[config.mk]
export PLATFORM = sky130hd
export DESIGN_NAME = div_issue_ctrl_flat
export DESIGN_NICKNAME = d
export VERILOG_FILES = /design/src/rtl/div_issue_ctrl_if.sv /design/src/rtl/div_issue_ctrl.sv /design/src/flat_wrapper.sv
export SDC_FILE = /design/constraint.sdc
export NUM_CORES = 1
export LEC_CHECK = 0
export CAP_MARGIN = 20
export CORE_AREA = 2 2 186 188
export CTS_CLUSTER_SIZE = 8
export DETAILED_ROUTE_END_ITERATION = 10
export DIE_AREA = 0 0 188 190
export PLACE_DENSITY_LB_ADDON = 0.3
export REMOVE_ABC_BUFFERS = 1
export SETUP_SLACK_MARGIN = 0.05
export SKIP_LAST_GASP = 1
export SLEW_MARGIN = 30
export SYNTH_ARGS = -nofsm -noshare
export SYNTH_HDL_FRONTEND = slang
export SYNTH_SLANG_ARGS = --single-unit
[constraint.sdc]
create_clock -name clock -period 3.4 [get_ports clock]
set_clock_uncertainty 0.15 [all_clocks]
set_input_delay 0.68 -clock clock [delete_from_list [all_inputs] [get_ports clock]]
set_output_delay 0.68 -clock clock [all_outputs]
set_load 0.005 [all_outputs]
[src/rtl/div_issue_ctrl_if.sv]
// Handshake bundle between the EXU issue path, the divide control stage,
// the iterative divider and writeback.
interface div_issue_ctrl_if #(
   parameter int TAG_W = 5
);
   logic             op_valid;
   logic             op_ready;
   logic             op_signed;
   logic             op_rem;
   logic             op_word;
   logic [63:0]      op_src1;
   logic [63:0]      op_src2;
   logic [TAG_W-1:0] op_tag;
   logic             flush;
   logic             div_valid;
   logic             div_flush;
   logic             div_w;
   logic [1:0]       div_signed;
   logic [63:0]      div_dividend;
   logic [63:0]      div_divisor;
   logic             div_ready;
   logic             div_out_valid;
   logic [63:0]      div_quotient;
   logic [63:0]      div_remainder;
   logic             res_valid;
   logic             res_ready;
   logic [63:0]      res_data;
   logic [TAG_W-1:0] res_tag;

   modport slave (
      input  op_valid, op_signed, op_rem, op_word,
      input  op_src1, op_src2, op_tag, flush,
      output op_ready,
      output div_valid, div_flush, div_w, div_signed,
      output div_dividend, div_divisor,
      input  div_ready, div_out_valid,
      input  div_quotient, div_remainder,
      output res_valid, res_data, res_tag,
      input  res_ready
   );

   modport master (
      output op_valid, op_signed, op_rem, op_word,
      output op_src1, op_src2, op_tag, flush,
      input  op_ready,
      input  div_valid, div_flush, div_w, div_signed,
      input  div_dividend, div_divisor,
      output div_ready, div_out_valid,
      output div_quotient, div_remainder,
      input  res_valid, res_data, res_tag,
      output res_ready
   );
endinterface

[src/rtl/div_issue_ctrl.sv]
// Divide issue control: latches RV64M div/rem ops, short-circuits
// divide-by-zero and signed overflow, drives the divider, holds the result.
module div_issue_ctrl #(
   parameter int TAG_W = 5
) (
   input logic clock,
   input logic reset,
   div_issue_ctrl_if.slave bus
);
   typedef enum logic [1:0] {IDLE, RUN, HOLD, FLUSH} state_t;

   state_t           state;
   logic [63:0]      src1_q;
   logic [63:0]      src2_q;
   logic             sgn_q;
   logic             rem_q;
   logic             word_q;
   logic             res_valid_q;
   logic [63:0]      res_data_q;
   logic [TAG_W-1:0] res_tag_q;

   logic        accept;
   logic        dz;
   logic        ovf;
   logic [63:0] byp_val;
   logic [63:0] div_sel;

   function automatic logic [63:0] shape(input logic [63:0] v,
                                         input logic w);
      return w ? {{32{v[31]}}, v[31:0]} : v;
   endfunction

   assign bus.op_ready = (state == IDLE) && !bus.flush;
   assign accept       = bus.op_valid && bus.op_ready;

   always_comb begin
      dz  = 1'b0;
      ovf = 1'b0;
      if (bus.op_word) begin
         dz  = bus.op_src2[31:0] == 32'd0;
         ovf = bus.op_signed
            && (bus.op_src2[31:0] == 32'hFFFF_FFFF)
            && (bus.op_src1[31:0] == 32'h8000_0000);
      end else begin
         dz  = bus.op_src2 == 64'd0;
         ovf = bus.op_signed
            && (bus.op_src2 == 64'hFFFF_FFFF_FFFF_FFFF)
            && (bus.op_src1 == 64'h8000_0000_0000_0000);
      end
   end

   // Divide-by-zero takes precedence over overflow.
   always_comb begin
      byp_val = 64'd0;
      if (dz)
         byp_val = bus.op_rem ? bus.op_src1 : 64'hFFFF_FFFF_FFFF_FFFF;
      else
         byp_val = bus.op_rem ? 64'd0 : bus.op_src1;
   end

   assign div_sel = rem_q ? bus.div_remainder : bus.div_quotient;

   always_ff @(posedge clock) begin
      if (reset) begin
         state       <= IDLE;
         src1_q      <= 64'd0;
         src2_q      <= 64'd0;
         sgn_q       <= 1'b0;
         rem_q       <= 1'b0;
         word_q      <= 1'b0;
         res_valid_q <= 1'b0;
         res_data_q  <= 64'd0;
         res_tag_q   <= '0;
      end else begin
         unique case (state)
            IDLE: begin
               if (accept) begin
                  src1_q    <= bus.op_src1;
                  src2_q    <= bus.op_src2;
                  sgn_q     <= bus.op_signed;
                  rem_q     <= bus.op_rem;
                  word_q    <= bus.op_word;
                  res_tag_q <= bus.op_tag;
                  if (dz || ovf) begin
                     res_data_q  <= shape(byp_val, bus.op_word);
                     res_valid_q <= 1'b1;
                     state       <= HOLD;
                  end else begin
                     state <= RUN;
                  end
               end
            end
            RUN: begin
               // A flush beats a same-cycle divider result.
               if (bus.flush) begin
                  state <= FLUSH;
               end else if (bus.div_out_valid) begin
                  res_data_q  <= shape(div_sel, word_q);
                  res_valid_q <= 1'b1;
                  state       <= HOLD;
               end
            end
            HOLD: begin
               if (bus.flush || bus.res_ready) begin
                  res_valid_q <= 1'b0;
                  state       <= IDLE;
               end
            end
            FLUSH: begin
               if (bus.div_ready)
                  state <= IDLE;
            end
         endcase
      end
   end

   // In FLUSH the divider is clocked with abort until it reports idle.
   assign bus.div_valid = (state == RUN)
                       || ((state == FLUSH) && !bus.div_ready);
   assign bus.div_flush    = state == FLUSH;
   assign bus.div_w        = word_q;
   assign bus.div_signed   = {2{sgn_q}};
   assign bus.div_dividend = src1_q;
   assign bus.div_divisor  = src2_q;
   assign bus.res_valid    = res_valid_q;
   assign bus.res_data     = res_data_q;
   assign bus.res_tag      = res_tag_q;
endmodule
[src/flat_wrapper.sv]
// flat-port wrapper written by rule: the top's interface ports become plain ports
module div_issue_ctrl_flat 
#(
   parameter int TAG_W = 5
)
  (clock, reset, bus_op_valid, bus_op_signed, bus_op_rem, bus_op_word, bus_op_src1, bus_op_src2, bus_op_tag, bus_flush, bus_op_ready, bus_div_valid, bus_div_flush, bus_div_w, bus_div_signed, bus_div_dividend, bus_div_divisor, bus_div_ready, bus_div_out_valid, bus_div_quotient, bus_div_remainder, bus_res_valid, bus_res_data, bus_res_tag, bus_res_ready);
  div_issue_ctrl_if #(.TAG_W(TAG_W)) bus_i ();
  input logic clock;
  input logic reset;
  input wire logic [$bits(bus_i.op_valid)-1:0] bus_op_valid;
  input wire logic [$bits(bus_i.op_signed)-1:0] bus_op_signed;
  input wire logic [$bits(bus_i.op_rem)-1:0] bus_op_rem;
  input wire logic [$bits(bus_i.op_word)-1:0] bus_op_word;
  input wire logic [$bits(bus_i.op_src1)-1:0] bus_op_src1;
  input wire logic [$bits(bus_i.op_src2)-1:0] bus_op_src2;
  input wire logic [$bits(bus_i.op_tag)-1:0] bus_op_tag;
  input wire logic [$bits(bus_i.flush)-1:0] bus_flush;
  output wire logic [$bits(bus_i.op_ready)-1:0] bus_op_ready;
  output wire logic [$bits(bus_i.div_valid)-1:0] bus_div_valid;
  output wire logic [$bits(bus_i.div_flush)-1:0] bus_div_flush;
  output wire logic [$bits(bus_i.div_w)-1:0] bus_div_w;
  output wire logic [$bits(bus_i.div_signed)-1:0] bus_div_signed;
  output wire logic [$bits(bus_i.div_dividend)-1:0] bus_div_dividend;
  output wire logic [$bits(bus_i.div_divisor)-1:0] bus_div_divisor;
  input wire logic [$bits(bus_i.div_ready)-1:0] bus_div_ready;
  input wire logic [$bits(bus_i.div_out_valid)-1:0] bus_div_out_valid;
  input wire logic [$bits(bus_i.div_quotient)-1:0] bus_div_quotient;
  input wire logic [$bits(bus_i.div_remainder)-1:0] bus_div_remainder;
  output wire logic [$bits(bus_i.res_valid)-1:0] bus_res_valid;
  output wire logic [$bits(bus_i.res_data)-1:0] bus_res_data;
  output wire logic [$bits(bus_i.res_tag)-1:0] bus_res_tag;
  input wire logic [$bits(bus_i.res_ready)-1:0] bus_res_ready;
  assign bus_i.op_valid = bus_op_valid;
  assign bus_i.op_signed = bus_op_signed;
  assign bus_i.op_rem = bus_op_rem;
  assign bus_i.op_word = bus_op_word;
  assign bus_i.op_src1 = bus_op_src1;
  assign bus_i.op_src2 = bus_op_src2;
  assign bus_i.op_tag = bus_op_tag;
  assign bus_i.flush = bus_flush;
  assign bus_op_ready = bus_i.op_ready;
  assign bus_div_valid = bus_i.div_valid;
  assign bus_div_flush = bus_i.div_flush;
  assign bus_div_w = bus_i.div_w;
  assign bus_div_signed = bus_i.div_signed;
  assign bus_div_dividend = bus_i.div_dividend;
  assign bus_div_divisor = bus_i.div_divisor;
  assign bus_i.div_ready = bus_div_ready;
  assign bus_i.div_out_valid = bus_div_out_valid;
  assign bus_i.div_quotient = bus_div_quotient;
  assign bus_i.div_remainder = bus_div_remainder;
  assign bus_res_valid = bus_i.res_valid;
  assign bus_res_data = bus_i.res_data;
  assign bus_res_tag = bus_i.res_tag;
  assign bus_i.res_ready = bus_res_ready;
  div_issue_ctrl #(.TAG_W(TAG_W)) u_core (.clock(clock), .reset(reset), .bus(bus_i));
endmodule
# After elaboration in Yosys (flattened, before gate mapping)
# Cells that the tools add are included.
dict set report classes {
  eq_ne 14
  muxes 26
  n_reduce_logical 21
}
# cell count
set op_table {}
lappend op_table {{$mux 64} 10}
lappend op_table {{$eq 64x64->1 const B} 2}
lappend op_table {{$pmux 64 s2} 1}
lappend op_table {{$eq 32x32->1 const B} 2}
lappend op_table {{$logic_not 64->1} 1}
lappend op_table {{$logic_not 32->1} 1}
lappend op_table {{$mux 2} 6}
lappend op_table {{$pmux 2 s4} 1}
lappend op_table {{$logic_and 1x1->1} 7}
lappend op_table {{$mux 1} 7}
lappend op_table {{$ne 2x1->1 const B} 3}
lappend op_table {{$ne 2x2->1 const B} 3}
lappend op_table {{$reduce_and 6->1} 1}
lappend op_table {{$reduce_and 5->1} 1}
lappend op_table {{$eq 2x2->1 const B} 2}
lappend op_table {{$reduce_and 4->1} 1}
lappend op_table {{$logic_or 1x1->1} 3}
lappend op_table {{$ne 3x3->1 const B} 1}
lappend op_table {{$pmux 1 s3} 1}
lappend op_table {{$reduce_bool 3->1} 1}
lappend op_table {{$eq 2x1->1 const B} 1}
lappend op_table {{$logic_not 1->1} 2}
lappend op_table {{$logic_not 2->1} 1}
lappend op_table {{$reduce_and 2->1} 1}
lappend op_table {{$reduce_bool 2->1} 1}
dict set report word_totals {
  register_bits 203
  input_bits 271
  output_inout_bits 204
  word_cells 70
}

# Logic depth before layout (Yosys ltp)
# Gate-level depths: netlist of the first run.
dict set report logic_depth {
  ltp_word 8
  mapped_depth 9
  depth_no_buf 6
}

# Worst setup path after synthesis of the first run
# No wires, ideal clock.
dict set report synth_timing {
  path_type {input to register}
  startpoint {in bus_op_src1[1]}
  endpoint {reg u_core.res_data_q[31] (netlist: u_core.bus.res_data[31])}
  setup_ps 121
  arrival_ps 2427
  t_required_ps 3129
  path_slack_ps 702
  stages 7
  path_buffers 1
  path_cell_list {or4_4 nor4_2 nand4_2 nor4_4 o21ai_2 buf_6 mux2_4}
}
dict set report synth_via {
  elab_chain_len 6
  elab_cells_between_ends 8
  cone_classes {eq/ne (3); mux (1); reduce/logical (4)}
}
# item line
set synth_lines {}
lappend synth_lines {{from (decl)} flat_wrapper.sv:14} ;# input wire logic [$bits(bus_i.op_src1)-1:0] bus_op_src1;
lappend synth_lines {{$eq 64x64->1 / $eq 32x32->1 (equally long branches)} {div_issue_ctrl.sv:48, div_issue_ctrl.sv:43}}
lappend synth_lines {{$logic_and 1x1->1, on equally long branches} {div_issue_ctrl.sv:48, div_issue_ctrl.sv:43}}
lappend synth_lines {{$mux 1 *} div_issue_ctrl.sv:39} ;# if (bus.op_word) begin
lappend synth_lines {{$logic_or 1x1->1 *} div_issue_ctrl.sv:84} ;# if (dz || ovf) begin
lappend synth_lines {{$ne 2x2->1 (no line) *} n/a}
lappend synth_lines {{$reduce_and 5->1 (no line) *} n/a}
lappend synth_lines {{to (signal assigned)} div_issue_ctrl.sv:85} ;# res_data_q <= shape(byp_val, bus.op_word);
lappend synth_lines {{to (signal assigned)} div_issue_ctrl.sv:98} ;# res_data_q <= shape(div_sel, word_q);
lappend synth_lines {{to (decl)} div_issue_ctrl.sv:19} ;# logic [63:0] res_data_q;
# Mark *: on every way between the ends. The rest lies on a longest branch, timed or not.
# A chain may end at the register's enable or synchronous reset.

# Final worst setup path of the first run
dict set report layout_timing {
  startpoint {in bus_op_src2[1]}
  endpoint {reg u_core.res_data_q[34] (netlist: u_core.bus.res_data[34])}
}
dict set report layout_via {
  elab_chain_len 7
  elab_cells_between_ends 18
  cone_classes {eq/ne (3); mux (7); reduce/logical (8)}
}
# item line
set layout_lines {}
lappend layout_lines {{from (decl)} flat_wrapper.sv:15} ;# input wire logic [$bits(bus_i.op_src2)-1:0] bus_op_src2;
lappend layout_lines {{$logic_not 64->1, or another cell as far along} div_issue_ctrl.sv:45} ;# dz = bus.op_src2 == 64'd0;
lappend layout_lines {{$mux 1, or another cell as far along} div_issue_ctrl.sv:39}
lappend layout_lines {{$mux 64, or another cell as far along} div_issue_ctrl.sv:55} ;# if (dz)
lappend layout_lines {{$mux 64 / $mux 1 (equally long branches)} {div_issue_ctrl.sv:30, div_issue_ctrl.sv:39}}
lappend layout_lines {{$mux 64 / $logic_or 1x1->1 (equally long branches)} div_issue_ctrl.sv:84}
lappend layout_lines {{$mux 64 / $ne 2x2->1 (equally long branches)} n/a}
lappend layout_lines {{$pmux 64 s2 / $reduce_and 5->1 (equally long branches)} n/a}
# Parallel ways exist; a longest one is shown, timed or not. The select of a mux whose other input is x is not followed.

==> results of run 1 <==
==> through the flow <==
stage | TNS (ns) | area [um2] | instances | setup slack (ns) | utilization
after detailed placement | -2.99 | 16200 | 2235 | -0.0817 | 0.477
after CTS | 0 | 16900 | 2269 | 0.482 | 0.499
final | 0 | 16900 | 2270 | 0.481 | 0.499
after global placement | -4.96 | 16200 | 2235 | -0.101 | 0.477
after floorplan | -170.10 | 10100 | 1234 | -2.15 | -
after global routing | 0 | 16900 | 2270 | 0.363 | 0.499
==> placed cells by master (no fill, tap or decap), drive strengths merged, types with 2 or more instances in the layout <==
cell / count
nand2: 311
and2: 2
or4: 6
or2: 2
nor3: 5
o21a: 33
nand4: 18
clkdlybuf4s50: 471
and4: 3
a311oi: 2
or3: 2
inv: 67
nand2b: 65
a211oi: 32
dfxtp: 203
a21boi: 2
clkbuf: 33
a311o: 32
nor2: 6
o21ai: 66
a211o: 32
mux2: 2
nor2b: 4
nor4: 30
nand3: 2
mux2i: 126
a21oi: 171
buf: 74
==> layer usage <==
| metal | track usage | part of all wire | routed length [um] | vias to the layer above |
|---|---|---|---|---|
| met4 | 0.0881 | 0.034 | 1480 | 0 |
| met3 | 0.0609 | 0.080 | 3450 | 87 |
| met5 | 0 | 0 | 0 | - |
| met2 | 0.397 | 0.48 | 20700 | 462 |
| met1 | 0.273 | 0.40 | 17300 | 5420 |
| li1 | - | - | - | 5607 |
==> where the power goes <==
part / switching (mW) / internal [mW] / total [mW]
Sequential: 0.0659 / 2.50 / 2.56
Combinational: 0.684 / 0.771 / 1.46
Clock: 1.06 / 1.50 / 2.56
==> kinds of logic (layout without fill, tap and decap cells) <==
kind of cell           count (synthesis)  in the layout
AO/OA/AOI/OAI                        375            375
buffers and inverters                189            646
flip-flops                           203            203
multiplexers                         128            128
other                                  0              1
AND/OR/NAND/NOR                      462            462
==> worst max-delay path: stages <==
cell and delay, ns:
clkdlybuf4s50_1 0.47, nor4_1 0.39, buf_4 0.18, nand4_1 0.10, buf_4 0.18, nand4bb_2 0.27, buf_12 0.20, a211o_1 0.30
a311o_1 0.32, mux2i_1 0.12
==> area by class of cell <==
| type | instances | area [um2] |
|---|---|---|
| Fill cell | 3192 | 17000 |
| Timing Repair Buffer | 546 | 5420 |
| Multi-Input combinational cell | 965 | 5890 |
| Inverter | 66 | 248 |
| Antenna cell | 1 | 2.50 |
| Clock buffer | 32 | 737 |
| Clock inverter | 2 | 13.8 |
| Sequential cell | 203 | 4070 |
| Tap cell | 455 | 569 |
==> worst max path at each step <==
stage                                           end  slack (ns)  depth (start not counted)
2_1_floorplan  u_core.bus.res_data[31]$_SDFFE_PP0P_       -2.15                          6
3_3_place_gp   u_core.bus.res_data[30]$_SDFFE_PP0P_       -0.10                          8
3_5_place_dp    u_core.bus.res_data[7]$_SDFFE_PP0P_       -0.08                          8
4_1_cts         u_core.bus.res_data[7]$_SDFFE_PP0P_        0.48                          8
5_1_grt        u_core.bus.res_data[23]$_SDFFE_PP0P_        0.36                         10
6_report       u_core.bus.res_data[34]$_SDFFE_PP0P_        0.48                         10
==> state kept, by name, summed over array words and instances, names as in the netlist <==
register	cells
u_core.rem_q	1
u_core.bus.div_dividend	64
u_core.sgn_q	1
u_core.bus.div_w	1
u_core.state	2
u_core.bus.res_valid	1
u_core.bus.res_data	64
u_core.bus.div_divisor	64
u_core.bus.res_tag	5
==> results_dict.tcl, run 1 <==
set metrics [dict create \
    outcome "complete, no violations" \
    numCtsBuffers 29 \
    cts_num_sinks 203 \
    drive_gt1_frac 0.0706 \
    synthFlopType "dfxtp_1" \
    holdWs_ns 0.301 \
    timing.rr.end "u_core.bus.res_data[39]$_SDFFE_PP0P_" \
    fmax_mhz 343 \
    wl_per_cell_um 18.9 \
    synth_edf_count 0 \
    criticalPathCategory "input port to register" \
    ios 475 \
    min_to "u_core.bus.div_divisor[43]$_SDFFE_PP0P_" \
    cp.arrival_ns 3.24 \
    yosys-top-cells-count "311 x nand2_1, 203 x dfxtp_1, 171 x a21oi_1" \
    grt_first_pass_wirelength_um 65200 \
    netlist_area_mm2 0.0107 \
    floorplan.rows 68 \
    r2r_start "u_core.bus.div_w$_SDFFE_PP0P_" \
    min-delay-start "u_core.bus.div_divisor[43]$_SDFFE_PP0P_" \
    grt_max_degree 138 \
    port_buffers 474 \
    dr.first_iter.drc_count 613 \
    cts_resized 0 \
    yosys.area_share.simple 0.203 \
    hp-class "register to register" \
    clkTransAtPathRegs_ns 0.05 \
    die-area_mm2 0.0357 \
    final_antenna_net_count 0 \
    yosysMostFrequentCell "nand2_1" \
    hold_depth 2 \
    period_minus_slack_ns 2.92 \
    start_util 0.315 \
    grt_pass1_vias 11400 \
    synth_top_area_frac 0.380 \
    setup_viol 0 \
    cp-end-kind "register" \
    slew_violations 0 \
    reg2regPathDepth 6 \
    vias 11600 \
    cts-htree-levels 1 \
    grt_overflow 0 \
    critPathLaunch "bus_op_src2[1]" \
    worst-path-max-fanout 32 \
    slew_headroom 0.350 \
    cts_hold_buf 0 \
    clockRootBuffer "clkbuf_16" \
    rsz0062_at_grt "false" \
    routed_wl_um 43000 \
    ys_seq_elements 203 \
    p_leak_nw 6.31 \
    hold_violations 0 \
    start_kind "input port" \
    synthArstFlopShare 0 \
    yosys-top-cells-area "dfxtp_1 38%, mux2i_1 12%, nand2_1 11%" \
    syn_to_final_growth_pct 58.2 \
    required_ns 3.72 \
    gp_congestion 0.804 \
    ir_drop_v 0.000344 \
    ys_seq_area_frac 0.380 \
    tritoncts "done" \
    antenna_found_initial 1 \
    maxCapViolCount 0 \
    core_mm2 0.0339 \
    drc 0 \
    design_power_total_mw 6.58 \
    netlist_instances 1357 \
    synth_xor_area_frac 0 \
    reg2reg_slack_ns 1.09 \
    nets 2082 \
    power.density_mw_per_mm2 388 \
    synthAdderAreaFrac 0 \
    synth_top_family_by_area "compound AO/OA/AOI/OAI gates" \
    die_w_um 188 \
    yosys_warnings 0 \
    vias_per_cell 5.10 \
    cts_max_path_buffers 3 \
    synth_cell_types 48 \
    syn_avg_cell_area_um2 7.89 \
    clk-insertion-delay-late_ns 0.55 \
    drt_first_pass_iters 5 \
    cts_setup_buffers 0 \
    worst_slew_pin_slew_ns 0.976 \
    hpwl_um 30700 \
    finalCritPeriodShare 0.859 \
    synth_compound_gate_area_share 0.220 \
    synth.area.mux_share 0.120 \
    die_h_um 190 \
    grt_util_all_layers 0.230 \
    yosys.area.top_type "dfxtp_1" \
]
Note: power is estimated with default switching activity, not from simulation.
==> run 2: changes to the inputs <==
--- a/config.mk
+++ b/config.mk
@@ -10,6 +10,8 @@
 export CTS_CLUSTER_SIZE = 8
 export DETAILED_ROUTE_END_ITERATION = 10
 export DIE_AREA = 0 0 188 190
+export GPL_TIMING_DRIVEN = 1
+export HOLD_SLACK_MARGIN = 0.06
 export PLACE_DENSITY_LB_ADDON = 0.3
 export REMOVE_ABC_BUFFERS = 1
 export SETUP_SLACK_MARGIN = 0.05
==> results of run 2 <==
Same layout as run 1: the final DEF is identical, and so are final timing and power.
